## src/rtl/fp32_pkg.sv

```systemverilog
// Shared types and constants for the fp32 -> int32 converter.
//   fp32_t       : packed {sign, exp, frac} view of an fp32 word
//   cvt_state_t  : converter FSM states
//   sat_val      : saturation value for a given sign
//   apply_sign   : two's-complement negate a magnitude when sign is set
package fp32_pkg;

   localparam int               EXP_W     = 8;
   localparam int               FRAC_W    = 23;
   localparam logic [EXP_W-1:0] FP32_BIAS = 8'd127;
   localparam logic [31:0]      INT_MAX   = 32'h7FFF_FFFF;
   localparam logic [31:0]      INT_MIN   = 32'h8000_0000;

   typedef struct packed {
      logic              sign;
      logic [EXP_W-1:0]  exp;
      logic [FRAC_W-1:0] frac;
   } fp32_t;

   typedef enum logic [1:0] {IDLE, SHIFT, OUT} cvt_state_t;

   function automatic logic [31:0] sat_val(input logic s);
      return s ? INT_MIN : INT_MAX;
   endfunction

   function automatic logic [31:0] apply_sign(input logic s, input logic [31:0] m);
      return s ? (~m + 32'd1) : m;
   endfunction

endpackage

```

## src/rtl/fp32_to_int32_seq_if.sv

```systemverilog
// Operand/result handshake bundle for fp32_to_int32_seq.
//   din/in_valid/in_ready        : fp32 operand channel
//   dout/out_valid/out_ready     : int32 result channel
//   ovf/nv                       : result flags, qualified by out_valid
// master = producer+consumer side, slave = converter.
interface fp32_to_int32_seq_if;
   logic [31:0] din;
   logic        in_valid;
   logic        in_ready;
   logic [31:0] dout;
   logic        out_valid;
   logic        out_ready;
   logic        ovf;
   logic        nv;

   modport master (output din, in_valid, out_ready,
                   input  in_ready, dout, out_valid, ovf, nv);
   modport slave  (input  din, in_valid, out_ready,
                   output in_ready, dout, out_valid, ovf, nv);
endinterface

```

## src/rtl/fp32_classify.sv

```systemverilog
// Combinational decode of an fp32 word.
//   din      : fp32 operand
//   sign     : din sign bit
//   frac     : din fraction field
//   is_nan   : exp all ones, frac nonzero
//   is_inf   : exp all ones, frac zero
//   is_small : |x| < 1.0 (includes zero and denormals)
//   u        : unbiased exponent exp-127 (meaningful only when !is_small)
module fp32_classify
   import fp32_pkg::*;
(
   input  logic [31:0]       din,
   output logic              sign,
   output logic [FRAC_W-1:0] frac,
   output logic              is_nan,
   output logic              is_inf,
   output logic              is_small,
   output logic [EXP_W-1:0]  u
);
   fp32_t f;
   assign f        = din;
   assign sign     = f.sign;
   assign frac     = f.frac;
   assign is_nan   = (f.exp == '1) && (f.frac != '0);
   assign is_inf   = (f.exp == '1) && (f.frac == '0);
   assign is_small = (f.exp < FP32_BIAS);
   assign u        = f.exp - FP32_BIAS;
endmodule

```

## src/rtl/fp32_to_int32_seq.sv

```systemverilog
// Iterative fp32 -> signed int32 converter, round toward zero, saturating.
//   clk, rst : clock, async active-high reset
//   bus      : slave side of fp32_to_int32_seq_if (operand in, result out)
//   STEP     : bits shifted per SHIFT cycle (1, 2, 4 or 8)
// Special operands resolve on the accept edge; normal operands shift the
// 24-bit significand toward binary point position 0, STEP bits per cycle.
module fp32_to_int32_seq
   import fp32_pkg::*;
#(
   parameter int STEP = 1
) (
   input  logic                 clk,
   input  logic                 rst,
   fp32_to_int32_seq_if.slave   bus
);
   localparam logic [4:0]  STEP_W   = 5'(STEP);
   // -2^31 is exactly representable and is the only |x| >= 2^31 that fits.
   localparam logic [31:0] FP_M2P31 = 32'hCF00_0000;

   cvt_state_t        state_q;
   logic [31:0]       mag_q;
   logic [4:0]        cnt_q;
   logic              left_q;
   logic              sign_q;

   logic              sign, is_nan, is_inf, is_small;
   logic [FRAC_W-1:0] frac;
   logic [EXP_W-1:0]  u;

   fp32_classify u_cls (
      .din      (bus.din),
      .sign     (sign),
      .frac     (frac),
      .is_nan   (is_nan),
      .is_inf   (is_inf),
      .is_small (is_small),
      .u        (u)
   );

   logic [4:0]  u_lo, cnt_init, k;
   logic [31:0] mag_init, mag_sh;

   // Low bits suffice for the shift count: only u in 0..30 reaches SHIFT.
   assign u_lo     = u[4:0];
   assign cnt_init = (u_lo > 5'd23) ? (u_lo - 5'd23) : (5'd23 - u_lo);
   assign mag_init = {8'd0, 1'b1, frac};
   assign k        = (cnt_q < STEP_W) ? cnt_q : STEP_W;
   assign mag_sh   = left_q ? (mag_q << k) : (mag_q >> k);

   assign bus.in_ready = (state_q == IDLE) && !rst;

   always_ff @(posedge clk or posedge rst) begin
      if (rst) begin
         state_q       <= IDLE;
         mag_q         <= '0;
         cnt_q         <= '0;
         left_q        <= 1'b0;
         sign_q        <= 1'b0;
         bus.dout      <= '0;
         bus.out_valid <= 1'b0;
         bus.ovf       <= 1'b0;
         bus.nv        <= 1'b0;
      end else begin
         case (state_q)
            IDLE: if (bus.in_valid) begin
               sign_q <= sign;
               if (is_nan) begin
                  bus.dout      <= '0;
                  bus.nv        <= 1'b1;
                  bus.out_valid <= 1'b1;
                  state_q       <= OUT;
               end else if (is_inf) begin
                  bus.dout      <= sat_val(sign);
                  bus.ovf       <= 1'b1;
                  bus.out_valid <= 1'b1;
                  state_q       <= OUT;
               end else if (is_small) begin
                  bus.dout      <= '0;
                  bus.out_valid <= 1'b1;
                  state_q       <= OUT;
               end else if (bus.din == FP_M2P31) begin
                  bus.dout      <= INT_MIN;
                  bus.out_valid <= 1'b1;
                  state_q       <= OUT;
               end else if (u >= 8'd31) begin
                  bus.dout      <= sat_val(sign);
                  bus.ovf       <= 1'b1;
                  bus.out_valid <= 1'b1;
                  state_q       <= OUT;
               end else begin
                  mag_q  <= mag_init;
                  cnt_q  <= cnt_init;
                  left_q <= (u_lo > 5'd23);
                  if (cnt_init == 5'd0) begin
                     bus.dout      <= apply_sign(sign, mag_init);
                     bus.out_valid <= 1'b1;
                     state_q       <= OUT;
                  end else begin
                     state_q <= SHIFT;
                  end
               end
            end
            SHIFT: begin
               mag_q <= mag_sh;
               cnt_q <= cnt_q - k;
               // Final step: the shifted value goes straight to dout.
               if (cnt_q == k) begin
                  bus.dout      <= apply_sign(sign_q, mag_sh);
                  bus.out_valid <= 1'b1;
                  state_q       <= OUT;
               end
            end
            OUT: if (bus.out_ready) begin
               bus.out_valid <= 1'b0;
               bus.ovf       <= 1'b0;
               bus.nv        <= 1'b0;
               state_q       <= IDLE;
            end
            default: state_q <= IDLE;
         endcase
      end
   end
endmodule
```

## src/flat_wrapper.sv

```systemverilog
// flat-port wrapper written by rule: the top's interface ports become plain ports
module fp32_to_int32_seq_flat import fp32_pkg::*;
#(
   parameter int STEP = 1
)
  (clk, rst, bus_din, bus_in_valid, bus_out_ready, bus_in_ready, bus_dout, bus_out_valid, bus_ovf, bus_nv);
  fp32_to_int32_seq_if bus_i ();
  input  logic clk;
  input  logic rst;
  input wire logic [$bits(bus_i.din)-1:0] bus_din;
  input wire logic [$bits(bus_i.in_valid)-1:0] bus_in_valid;
  input wire logic [$bits(bus_i.out_ready)-1:0] bus_out_ready;
  output wire logic [$bits(bus_i.in_ready)-1:0] bus_in_ready;
  output wire logic [$bits(bus_i.dout)-1:0] bus_dout;
  output wire logic [$bits(bus_i.out_valid)-1:0] bus_out_valid;
  output wire logic [$bits(bus_i.ovf)-1:0] bus_ovf;
  output wire logic [$bits(bus_i.nv)-1:0] bus_nv;
  assign bus_i.din = bus_din;
  assign bus_i.in_valid = bus_in_valid;
  assign bus_i.out_ready = bus_out_ready;
  assign bus_in_ready = bus_i.in_ready;
  assign bus_dout = bus_i.dout;
  assign bus_out_valid = bus_i.out_valid;
  assign bus_ovf = bus_i.ovf;
  assign bus_nv = bus_i.nv;
  fp32_to_int32_seq #(.STEP(STEP)) u_core (.clk(clk), .rst(rst), .bus(bus_i));
endmodule
```

## config.mk

```make
export PLATFORM = sky130hd
export DESIGN_NAME = fp32_to_int32_seq_flat
export DESIGN_NICKNAME = d
export VERILOG_FILES = /design/src/rtl/fp32_pkg.sv /design/src/rtl/fp32_to_int32_seq_if.sv /design/src/rtl/fp32_classify.sv /design/src/rtl/fp32_to_int32_seq.sv /design/src/flat_wrapper.sv
export SDC_FILE = /design/constraint.sdc
export NUM_CORES = 1
export LEC_CHECK = 0
export CAP_MARGIN = 20
export CORE_MARGIN = 2
export CORE_UTILIZATION = 55
export CTS_CLUSTER_DIAMETER = 50
export DETAILED_ROUTE_END_ITERATION = 6
export PLACE_DENSITY_LB_ADDON = 0.08
export SYNTH_ARGS = -nofsm -noshare
export SYNTH_HDL_FRONTEND = slang
export SYNTH_HIERARCHICAL = 1
export SYNTH_SLANG_ARGS = --single-unit
```

## constraint.sdc

```tcl
create_clock -name clk -period 4.9 [get_ports clk]
set_clock_uncertainty 0.2 [all_clocks]
set_input_delay 0.735 -clock clk [delete_from_list [all_inputs] [get_ports clk]]
set_output_delay 0.735 -clock clk [all_outputs]
set_load 0.05 [all_outputs]
```

==> metrics.log, run 1 <==
[metrics] result of the run: complete, no violations
[metrics] area taken by flip-flops and latches: ~1900 um^2
[metrics] initial antenna violation count: 1
[metrics] total routing resource utilization after global routing: 0.361
[metrics] Detailed Route WL: between 20,000 and 25,000 um
[metrics] biggest fanout along the worst timing path: 26
[metrics] layout cells sized above 1: 0.0772
[metrics] core box area: between 10,000 and 15,000 um^2
[metrics] Multi-input gate area: approximately 4400 um^2
[metrics] area share of fa/ha/maj cells after synthesis: 0.00919
[metrics] number of maximum-capacitance constraint violations: 0
[metrics] fraction of registers with async set or reset after synthesis: 1.00
[metrics] gp weighted congestion: approximately 1.0
[metrics] Clock Tree Buf Depth: 2
[metrics] DRT antenna net count: 0
[metrics] placed wire-length estimate: ~17,000 um
[metrics] Leak Pwr: just under 3 nW
[metrics] number of pins with negative max-slew slack in the final report: 0
[metrics] post-CTS setup buffers: 0
[metrics] cell count after synthesis: between 900 and 1,000
[metrics] Synthesis Warnings: 6
[metrics] kind of launch point of the worst setup path: primary input
[metrics] setup-violating endpoint count in the final report: 0
[metrics] met3 demand-to-capacity share in global routing: 0.0833
[metrics] die span in y: 115 um
[metrics] P per Cell Area: 629 nW/um^2
[metrics] number of synthesized flops with an enable pin: 0
[metrics] clock sink count: 76
[metrics] cell at the root of the clock tree: sky130_fd_sc_hd__clkbuf_16
[metrics] number of buffer cells added on primary ports: slightly above 70
[metrics] Arr. time, crit path: about 4.1 ns
[metrics] CTS tree: built
[metrics] number of levels in the clock H-tree: 3
[metrics] Net count, final: between 900 and 1,000
[metrics] signed area change from the synthesized netlist to the final layout: 13.5%
[metrics] sequential area share after synthesis: 0.279
[metrics] count of antenna diodes in the layout: 0
[metrics] Filler cells: 1,092
[metrics] count of boundary I/O pins: 72
[metrics] post-synthesis sequential element count: 76
[metrics] largest net degree at the start of global routing: 61
[metrics] wire length of the first global-routing pass: 37,000 um
[metrics] clock latency on the worst-skew pair: between 0.3 and 0.4 ns
[metrics] largest family of logic cells by synthesized area: compound AO/OA/AOI/OAI gates
[metrics] Worst IR Drop VDD: 0.000320 V
[metrics] drt initial violations: 920
[metrics] most frequently used flop master after synthesis: sky130_fd_sc_hd__dfrtp_1
[metrics] proportion of synthesized area in mux cells: 0.0548
[metrics] Die Area: between 10,000 and 15,000 um^2
[metrics] total power consumption of the routed design: between 4 and 5 mW
[metrics] post-synth design cell area: around 6800 um^2
[metrics] Setup WS pre-CTS: about 0.51 ns
[metrics] Simple-Gate Fraction of Synth Area: 0.251
[metrics] max-slew headroom at the worst pin: 0.410
[metrics] clock period minus final worst setup slack: roughly 4.1 ns
[metrics] Hold Vio Cnt, Final: 0
[metrics] maximum achievable frequency: 244 MHz
[metrics] met2 capacity usage during global routing: 0.528
[metrics] cts-stage hold buffer count: 0
[metrics] setup repair after global routing missed its margin: false
[metrics] synthesized-area fraction occupied by xor and xnor cells: 0.0553
[metrics] count of cell types in the netlist: 75
[metrics] cells resized by post-CTS repair: 0
[metrics] Period Utilization, post-route: 0.836
[metrics] via count of the first global-routing pass: 6,676
[metrics] Detailed Routing Iterations Pass 1: 5
[metrics] Reg clk slew, reported paths: ~0.070 ns
[metrics] Die Wd: between 100 and 150 um
[metrics] min setup slack post-route: ~0.8 ns
[metrics] Inserted Clock Buffers: 9
[metrics] Worst Hold Slack: 0.292 ns
[metrics] layer with the highest usage after global routing: met2
[metrics] Syn Area/Cell: ~7.5 um^2
[metrics] Initial Util: 0.565
[metrics] via count: around 7,200
[metrics] number of core rows: 40
[metrics] Crit Path Category: primary input to flip-flop
[metrics] worst endpoint required time: 4.93 ns
[metrics] worst min-delay path category: flip-flop to flip-flop
[metrics] critical path endpoint category: flip-flop
[metrics] net count after synthesis: 950
[metrics] routed vias/inst: roughly 6.6
[metrics] DRC viols: 0
[metrics] Total Negative Setup Slacks: 0 ns
[metrics] Routed WL per cell: between 20 and 25 um
[metrics] measured slew at the worst slew-check pin: approximately 0.89 ns
[metrics] GR Overflow Total: 0
[metrics] fraction of the mapped netlist area in compound gates: 0.270
[metrics] global-route track usage on met1: 0.503
==> power by group <==
| part | internal [mW] | switching [mW] |
|---|---|---|
| clock network | 0.455 | 0.299 |
| registers | 0.877 | 0.392 |
| logic | 0.973 | 1.86 |
| total | 2.31 | 2.56 |
==> worst max-delay path, stage by stage <==
cell and delay (ns):
sky130_fd_sc_hd__clkdlybuf4s50_1 0.57, sky130_fd_sc_hd__ha_1 0.22, sky130_fd_sc_hd__and3_4 0.22, sky130_fd_sc_hd__xor2_1 0.40, sky130_fd_sc_hd__nand4_1 0.22, sky130_fd_sc_hd__nand3_1 0.18, sky130_fd_sc_hd__nor2_1 0.08, sky130_fd_sc_hd__a41o_1 0.32
sky130_fd_sc_hd__or3_1 0.67, sky130_fd_sc_hd__nor4_1 0.40, sky130_fd_sc_hd__nor3_1 0.09
==> final timing paths <==
path | startpoint | slack [ns] | end | cells past startpoint
hold reg to reg | u_core/bus.dout[10]$_DFFE_PP0P_ | 0.29 | u_core/bus.dout[10]$_DFFE_PP0P_ | 2
setup reg to reg | u_core/cnt_q[3]$_DFFE_PP0P_ | 0.81 | u_core/bus.dout[30]$_DFFE_PP0P_ | 11
hold / removal | u_core/bus.dout[10]$_DFFE_PP0P_ | 0.29 | u_core/bus.dout[10]$_DFFE_PP0P_ | 2
setup / recovery | bus_din[23] | 0.80 | u_core/bus.dout[29]$_DFFE_PP0P_ | 11
max in group asynchronous | rst | 3.13 | u_core/left_q$_DFFE_PP0P_ | 3
min in group asynchronous | rst | 0.55 | u_core/bus.ovf$_DFFE_PP0P_ | 2
==> metrics by stage <==
stage	util	instance area, um^2	cells
global route	0.641	7730	1088
global placement	0.613	7400	1072
CTS	0.641	7730	1088
floorplan	-	6810	909
finish	0.641	7730	1088
detailed placement	0.613	7400	1072
==> Yosys cell counts (9+ instances only) <==
| master | number | area share |
|---|---|---|
| sky130_fd_sc_hd__nand3_1 | 12 | 0.0088 |
| sky130_fd_sc_hd__xor2_1 | 21 | 0.027 |
| sky130_fd_sc_hd__o211ai_1 | 9 | 0.0099 |
| sky130_fd_sc_hd__buf_2 | 13 | 0.0096 |
| sky130_fd_sc_hd__o22ai_1 | 13 | 0.012 |
| sky130_fd_sc_hd__dfrtp_1 | 76 | 0.28 |
| sky130_fd_sc_hd__mux2i_1 | 35 | 0.051 |
| sky130_fd_sc_hd__or3_1 | 9 | 0.0083 |
| sky130_fd_sc_hd__or4_1 | 9 | 0.0099 |
| sky130_fd_sc_hd__inv_1 | 13 | 0.0072 |
| sky130_fd_sc_hd__a31oi_1 | 16 | 0.015 |
| sky130_fd_sc_hd__o31ai_1 | 10 | 0.011 |
| sky130_fd_sc_hd__buf_4 | 25 | 0.028 |
| sky130_fd_sc_hd__nor2_1 | 105 | 0.058 |
| sky130_fd_sc_hd__clkbuf_1 | 51 | 0.028 |
| sky130_fd_sc_hd__nor3_1 | 30 | 0.022 |
| sky130_fd_sc_hd__nand2_1 | 105 | 0.058 |
| sky130_fd_sc_hd__nor4_1 | 12 | 0.011 |
| sky130_fd_sc_hd__a21oi_1 | 86 | 0.063 |
| sky130_fd_sc_hd__o21ai_0 | 93 | 0.068 |
| sky130_fd_sc_hd__xnor2_1 | 22 | 0.028 |
==> layer usage <==
metal / vias to the layer above / share of wire
li1: 3301 / -
met1: 3353 / 0.42
met2: 436 / 0.43
met3: 68 / 0.097
met4: 2 / 0.048
met5: - / 0.00047
==> cells by family after synthesis <==
group / after synthesis
AOI/OAI and AO/OA: 296
xor gates and xnor gates: 43
adders and majority gates: 5
buffers and inverters: 109
DFF: 76
muxes: 37
and+or+nand+nor: 343
==> layout by cell type (no fill, tap or decap), types with 6 or more instances in the layout <==
cell type,synthesis,routed
sky130_fd_sc_hd__dfrtp_1,76,75
sky130_fd_sc_hd__clkdlybuf4s50_1,0,71
sky130_fd_sc_hd__nand3_1,12,12
sky130_fd_sc_hd__mux2i_1,35,35
sky130_fd_sc_hd__or4_1,9,9
sky130_fd_sc_hd__o21ai_0,93,93
sky130_fd_sc_hd__nand2_1,105,105
sky130_fd_sc_hd__xor2_1,21,21
sky130_fd_sc_hd__a21oi_1,86,86
sky130_fd_sc_hd__nand4_1,8,8
sky130_fd_sc_hd__nor4_1,12,12
sky130_fd_sc_hd__inv_1,13,12
sky130_fd_sc_hd__clkbuf_16,0,9
sky130_fd_sc_hd__o22ai_1,13,13
sky130_fd_sc_hd__o22a_1,7,7
sky130_fd_sc_hd__o21a_1,8,8
sky130_fd_sc_hd__xnor2_1,22,22
sky130_fd_sc_hd__a31oi_1,16,16
sky130_fd_sc_hd__nor3_1,30,30
sky130_fd_sc_hd__o211ai_1,9,9
sky130_fd_sc_hd__o31ai_1,10,10
sky130_fd_sc_hd__o221ai_1,8,8
sky130_fd_sc_hd__or3_1,9,9
sky130_fd_sc_hd__nor3b_1,6,6
sky130_fd_sc_hd__nor2_1,105,104
sky130_fd_sc_hd__buf_4,25,20
==> state kept, by name, summed over array words and instances (netlist names) <==
register              count
u_core/state_q            2
u_core/bus.dout          32
u_core/cnt_q              5
u_core/bus.out_valid      1
u_core/bus.nv             1
u_core/left_q             1
u_core/mag_q             32
u_core/bus.ovf            1
u_core/sign_q             1
==> cell type report <==
type,instances,area share
Multi-Input combinational cell,724,0.566
Sequential cell,76,0.246
Timing Repair Buffer,91,0.111
Clock buffer,9,0.0291
Tap cell,168,0.0272
Clock inverter,7,0.0136
Inverter,13,0.00632
(Power assumes the default switching activity.)
==> run 2, diff against run 1 <==
Clock period 4.9 ns to 3.8 ns, I/O delays scaled along.
==> run 2 against run 1 <==
  * Count of clock-buffer cells in the layout unchanged
  * Via count up 3.4%
  * Sequential share of layout area down 1.2 points
  * Critical path type unchanged
==> metrics.log, run 2 (same netlist as run 1, synthesis figures left out) <==
[metrics] number of pins with negative max-slew slack in the final report: 0
[metrics] Initial Util: 0.565
[metrics] P per Cell Area: approximately 770 nW/um^2
[metrics] Reg clk slew, reported paths: around 0.06 ns
[metrics] Placed Instances: roughly 1,100
[metrics] most frequent standard cell in the layout excluding fill and tap cells: sky130_fd_sc_hd__nand2_1
[metrics] cts-stage hold buffer count: 0
[metrics] layout cells sized above 1: 0.130
[metrics] Worst R2R Setup Slack: about 0.26 ns
[metrics] maximum achievable frequency: 280 MHz
[metrics] Detailed Routing Iterations Pass 1: 6
[metrics] drt initial violations: 1,065
[metrics] via count of the first global-routing pass: 6,693
[metrics] number of levels in the clock H-tree: 3
[metrics] most used cells in the layout excluding fill and tap cells: sky130_fd_sc_hd__nand2_1, sky130_fd_sc_hd__nor2_1, sky130_fd_sc_hd__o21ai_0, sky130_fd_sc_hd__a21oi_1, sky130_fd_sc_hd__dfrtp_1
[metrics] hold path cells: 2
[metrics] die span in y: 115 um
[metrics] capture point of the worst reg-to-reg path: u_core/bus.dout[13]$_DFFE_PP0P_
[metrics] sum of met3 wire segment lengths after detailed routing: about 2200 um
[metrics] setup-violating endpoint count in the final report: 0
[metrics] Crit Path Category: primary input to flip-flop
[metrics] worst min-delay path category: flip-flop to flip-flop
[metrics] Leak Pwr: about 3.2 nW
[metrics] Worst IR Drop VDD: around 0.00046 V
[metrics] initial antenna violation count: 0
[metrics] endpoint of the worst hold path: u_core/bus.dout[0]$_DFFE_PP0P_
[metrics] cell at the root of the clock tree: sky130_fd_sc_hd__clkbuf_16
[metrics] DRC viols: 0
[metrics] clock period minus final worst setup slack: 3.57 ns
[metrics] met1 layer wirelength in the final routing: between 9000 and 10,000 um
[metrics] area of all placed cells without fillers: between 8000 and 9000 um^2
[metrics] result of the run: complete, no violations
[metrics] number of cells in the finished layout apart from fillers: 1,144
[metrics] GR Overflow Total: 0
[metrics] highest routed layer: met4
[metrics] routed vias/inst: around 6.5
[metrics] number of core rows: 40
[metrics] gp weighted congestion: 0.974
[metrics] kind of launch point of the worst setup path: primary input
[metrics] total routing resource utilization after global routing: 0.366
[metrics] Clock Tree Buf Depth: 2
[metrics] number of buffer cells added on primary ports: roughly 70
[metrics] worst hold path startpoint: u_core/bus.dout[0]$_DFFE_PP0P_
[metrics] Period Utilization, post-route: 0.940
[metrics] Inserted Clock Buffers: 9
[metrics] setup repair after global routing missed its margin: false
[metrics] count of boundary I/O pins: 72
[metrics] number of maximum-capacitance constraint violations: 0
[metrics] CTS tree: built
[metrics] cells resized by post-CTS repair: 0
[metrics] clock sink count: 76
[metrics] Arr. time, crit path: about 3.6 ns
[metrics] worst endpoint required time: about 3.8 ns
[metrics] clock latency on the worst-skew pair: between 0.3 and 0.4 ns
[metrics] biggest fanout along the worst timing path: 8
[metrics] Routed WL per cell: about 21 um
[metrics] max-slew headroom at the worst pin: 0.471
[metrics] measured slew at the worst slew-check pin: 0.787 ns
[metrics] Detailed Route WL: 23,500 um
[metrics] signed area change from the synthesized netlist to the final layout: 19.4%
[metrics] Total Negative Setup Slacks: 0 ns
[metrics] launching point of the worst reg2reg path: u_core/cnt_q[0]$_DFFE_PP0P_
[metrics] dpl cell area: 7840 um^2
[metrics] DRT antenna net count: 0
[metrics] Hold Vio Cnt, Final: 0
[metrics] post-CTS setup buffers: 0
[metrics] Die Area: approximately 13,000 um^2
[metrics] Net count, final: 1,012
[metrics] count of antenna diodes in the layout: 0
[metrics] core box area: around 12,000 um^2
[metrics] path depth of the worst reg2reg path: 11
[metrics] Die Wd: 115 um
[metrics] wire length of the first global-routing pass: around 37,000 um
[metrics] registers with the most flip-flops: u_core/bus.dout: 32 flops, u_core/mag_q: 32 flops, u_core/cnt_q: 5 flops
[metrics] length of routed met2 wiring: about 10,000 um
[metrics] placed wire-length estimate: 17,500 um
[metrics] largest net degree at the start of global routing: 63
[metrics] via count: approximately 7,400
[metrics] critical path endpoint category: flip-flop
[run 2: cell types whose count changed in the layout (fill, tap and decap cells not counted), sizes merged]
| cell | change |
|---|---|
| clkinv | +2 |
| buf | +56 |
| bufinv | -2 |
[run 2: how the worst max path moves through the flow]
stage,from,endpoint,slack [ns],cells after the start
3_5_place_dp,bus_din[23],u_core/bus.dout[29]$_DFFE_PP0P_,-0.11,12
6_report,bus_din[23],u_core/bus.dout[26]$_DFFE_PP0P_,0.23,12
3_3_place_gp,bus_din[23],u_core/bus.dout[29]$_DFFE_PP0P_,-0.003,12
2_1_floorplan,u_core/cnt_q[0]$_DFFE_PP0P_,u_core/bus.dout[30]$_DFFE_PP0P_,0.24,14
4_1_cts,u_core/cnt_q[3]$_DFFE_PP0P_,u_core/bus.dout[24]$_DFFE_PP0P_,0.28,12
5_1_grt,bus_din[23],u_core/bus.dout[26]$_DFFE_PP0P_,0.001,12
[run 2: area by class of cell]
class / instances / area [um^2]
multi-input cells: 724 / 4380
well taps: 168 / 210
repair buffers: 147 / 1310
flip-flops and latches: 76 / 1900
clock inverters: 7 / 58.8
inverters: 13 / 48.8
clock buffers: 9 / 225
fillers: 1032 / 3930
[run 2: critical path, cell delays in order]
cell and delay [ns]:
sky130_fd_sc_hd__clkdlybuf4s50_1 0.58, sky130_fd_sc_hd__ha_1 0.23, sky130_fd_sc_hd__and3_4 0.22, sky130_fd_sc_hd__nand3_1 0.10, sky130_fd_sc_hd__xnor2_1 0.14, sky130_fd_sc_hd__nor3_1 0.31, sky130_fd_sc_hd__and3_1 0.23, sky130_fd_sc_hd__nand2_1 0.08
sky130_fd_sc_hd__o2111a_1 0.22, sky130_fd_sc_hd__nor4_2 0.60, sky130_fd_sc_hd__o21ai_1 0.18, sky130_fd_sc_hd__o21a_1 0.15
[run 2: stage by stage]
stage	hold WS, ns	power (mW)	util	setup slack (ns)
2_1_floorplan	0.271	4.09	-	0.237
4_1_cts	0.285	6.18	0.674	0.277
6_report	0.279	6.27	0.674	0.227
3_3_place_gp	0.273	5.23	0.650	-0.00304
5_1_grt	0.316	6.65	0.674	0.00134
3_5_place_dp	0.275	5.30	0.650	-0.106
[run 2: power breakdown]
group          internal, mW  switching (mW)  leakage [nW]
logic                  1.40            2.41          2.09
registers              1.13           0.489         0.933
clock network         0.454           0.392         0.139
total                  2.98            3.29          3.16
[run 2: per-layer routing]
layer / GRT usage / up-vias
met1: 0.525 / 3481
li1: - / 3416
met3: 0.0585 / 56
met2: 0.547 / 448
met4: 0.153 / 0
met5: 0 / -
==> run 3, diff against run 2 <==
Settings changed: ABC_AREA set to 0, GPL_ROUTABILITY_DRIVEN set to 0, REMOVE_ABC_BUFFERS set to 1.
==> run 3 against run 2 <==
  * Via count up 0.47%
  * Worst setup slack better by 0.011 ns
  * Final cell count down 0.52%
  * Routed wire length down 4.1%
  * Global-route usage down 1.3 points
  * Final area down 0.65%
  * Clock power down 5.1%
  * Critical path depth up 2
  * Sequential cell count unchanged
  * Sequential power about the same
  * Count of clock-buffer cells in the layout up 5
  * Critical path type unchanged
==> metrics.log, run 3 (same netlist as run 1, synthesis figures left out) <==
[metrics] result of the run: complete, no violations
[metrics] worst hold path startpoint: u_core/bus.dout[10]$_DFFE_PP0P_
[metrics] Clock Tree Buf Depth: 2
[metrics] registers with the most flip-flops: u_core/bus.dout: 32 flops, u_core/mag_q: 32 flops, u_core/cnt_q: 5 flops
[metrics] endpoint of the worst hold path: u_core/bus.dout[10]$_DFFE_PP0P_
[metrics] routed vias/inst: about 6.5
[metrics] Worst R2R Setup Slack: between 0.2 and 0.25 ns
[metrics] measured slew at the worst slew-check pin: around 0.84 ns
[metrics] Net count, final: around 1,000
[metrics] timing startpoint of the critical path: bus_din[23]
[metrics] number of buffer cells added on primary ports: 71
[metrics] P per Cell Area: about 760 nW/um^2
[metrics] Initial Util: 0.565
[metrics] total power consumption of the routed design: roughly 6.2 mW
[metrics] kind of launch point of the worst setup path: primary input
[metrics] most used cells in the layout excluding fill and tap cells: sky130_fd_sc_hd__nor2_1, sky130_fd_sc_hd__nand2_1, sky130_fd_sc_hd__o21ai_0, sky130_fd_sc_hd__a21oi_1, sky130_fd_sc_hd__dfrtp_1
[metrics] via count of the first global-routing pass: 6,963
[metrics] Crit Path Category: primary input to flip-flop
[metrics] Detailed Route WL: around 23,000 um
[metrics] Leak Pwr: ~3.1 nW
[metrics] max-slew headroom at the worst pin: 0.438
[metrics] Filler cells: approximately 1,100
[metrics] layout cells sized above 1: 0.124
[metrics] count of antenna diodes in the layout: 0
[metrics] Die Area: ~13,000 um^2
[metrics] biggest fanout along the worst timing path: 13
[metrics] drt initial violations: between 900 and 1,000
[metrics] number of maximum-capacitance constraint violations: 0
[metrics] number of levels in the clock H-tree: 3
[metrics] wire length of the first global-routing pass: between 30,000 and 40,000 um
[metrics] setup-violating endpoint count in the final report: 0
[metrics] clock latency on the worst-skew pair: about 0.35 ns
[metrics] core box area: approximately 12,000 um^2
[metrics] signed area change from the synthesized netlist to the final layout: 18.6%
[metrics] Die Wd: approximately 120 um
[metrics] Total Negative Setup Slacks: 0 ns
[metrics] number of pins with negative max-slew slack in the final report: 0
[metrics] worst endpoint required time: about 3.9 ns
[metrics] hold path cells: 2
[metrics] total routing resource utilization after global routing: 0.352
[metrics] Reg clk slew, reported paths: approximately 0.06 ns
[metrics] DRT antenna net count: 0
[metrics] DRC viols: 0
[metrics] Arr. time, crit path: ~3.6 ns
[metrics] setup repair after global routing missed its margin: false
[metrics] via count: approximately 7,400
[metrics] number of core rows: 40
[metrics] die span in y: about 120 um
[metrics] GR Overflow Total: 0
[metrics] Hold Vio Cnt, Final: 0
[metrics] count of boundary I/O pins: a little over 70
[metrics] Worst IR Drop VDD: ~0.00048 V
[metrics] path depth of the worst reg2reg path: 9
[metrics] Routed WL per cell: 19.8 um
[metrics] utilization of the core after routing: 0.670
[metrics] launching point of the worst reg2reg path: u_core/cnt_q[3]$_DFFE_PP0P_
[metrics] post-CTS setup buffers: 0
[metrics] worst min-delay path category: flip-flop to flip-flop
[metrics] initial antenna violation count: 0
[metrics] largest net degree at the start of global routing: about 60
[metrics] placed wire-length estimate: ~16,000 um
[metrics] capture point of the worst reg-to-reg path: u_core/bus.dout[31]$_DFFE_PP0P_
[metrics] Worst Hold Slack: between 0.2 and 0.3 ns
[metrics] Detailed Routing Iterations Pass 1: 7
[metrics] cell at the root of the clock tree: sky130_fd_sc_hd__clkbuf_16
[metrics] Period Utilization, post-route: 0.937
[metrics] Inserted Clock Buffers: 9
[metrics] maximum achievable frequency: between 200 and 300 MHz
[metrics] CTS tree: built
[metrics] clock sink count: 76
[metrics] critical path endpoint category: flip-flop
[metrics] clock period minus final worst setup slack: between 3 and 4 ns
run 3: area by class of cell:
type | count | area, um^2 | area share
Timing Repair Buffer | 141 | 1260 | 0.156
Inverter | 13 | 48.8 | 0.00604
Sequential cell | 76 | 1900 | 0.236
Clock inverter | 2 | 10.0 | 0.00124
Clock buffer | 14 | 254 | 0.0314
Tap cell | 168 | 210 | 0.0260
Multi-Input combinational cell | 724 | 4390 | 0.544
run 3: power by group:
part	total (mW)	switching, mW	internal [mW]
registers	1.63	0.500	1.13
logic	3.72	2.32	1.40
clock network	0.803	0.344	0.459
run 3: what timing repair did:
action                                  CTS  global route
endpoints found under the setup margin    0             3
hold buffers                              0             0
resized for setup                         0             3
run 3: routing by layer:
layer,part of all wire,global-route usage,vias to the layer above
met4,0.048,0.187,0
met3,0.086,0.0648,97
li1,-,-,3399
met1,0.41,0.471,3516
met5,0,0,-
met2,0.46,0.544,424
run 3: worst max-delay path by stage:
stage	to	slack, ns
global route	u_core/bus.dout[24]$_DFFE_PP0P_	0.03
finish	u_core/bus.dout[29]$_DFFE_PP0P_	0.24
global placement	u_core/bus.dout[16]$_DFFE_PP0P_	-0.007
floorplan	u_core/bus.dout[18]$_DFFE_PP0P_	-0.54
detailed placement	u_core/bus.dout[16]$_DFFE_PP0P_	-0.05
CTS	u_core/bus.dout[29]$_DFFE_PP0P_	0.19
run 3: metrics by stage:
| step | setup WS (ns) | area [um^2] | std cells |
|---|---|---|---|
| 2_1_floorplan | -0.539 | 6310 | 813 |
| 3_3_place_gp | -0.00718 | 7800 | 1122 |
| 3_5_place_dp | -0.0496 | 7800 | 1122 |
| 4_1_cts | 0.190 | 8060 | 1138 |
| 5_1_grt | 0.0258 | 8080 | 1138 |
| 6_report | 0.238 | 8080 | 1138 |
run 3: critical path: stages:
cell and delay [ns]:
sky130_fd_sc_hd__clkdlybuf4s50_1 0.62, sky130_fd_sc_hd__ha_1 0.26, sky130_fd_sc_hd__and3_4 0.23, sky130_fd_sc_hd__nand3_1 0.11, sky130_fd_sc_hd__xnor2_1 0.15, sky130_fd_sc_hd__nor3_1 0.34, sky130_fd_sc_hd__nand3_1 0.15, sky130_fd_sc_hd__buf_4 0.22
sky130_fd_sc_hd__nand2_1 0.13, sky130_fd_sc_hd__o2111a_1 0.26, sky130_fd_sc_hd__nor4_2 0.05, sky130_fd_sc_hd__buf_4 0.20, sky130_fd_sc_hd__and3_1 0.17, sky130_fd_sc_hd__nor3_1 0.18
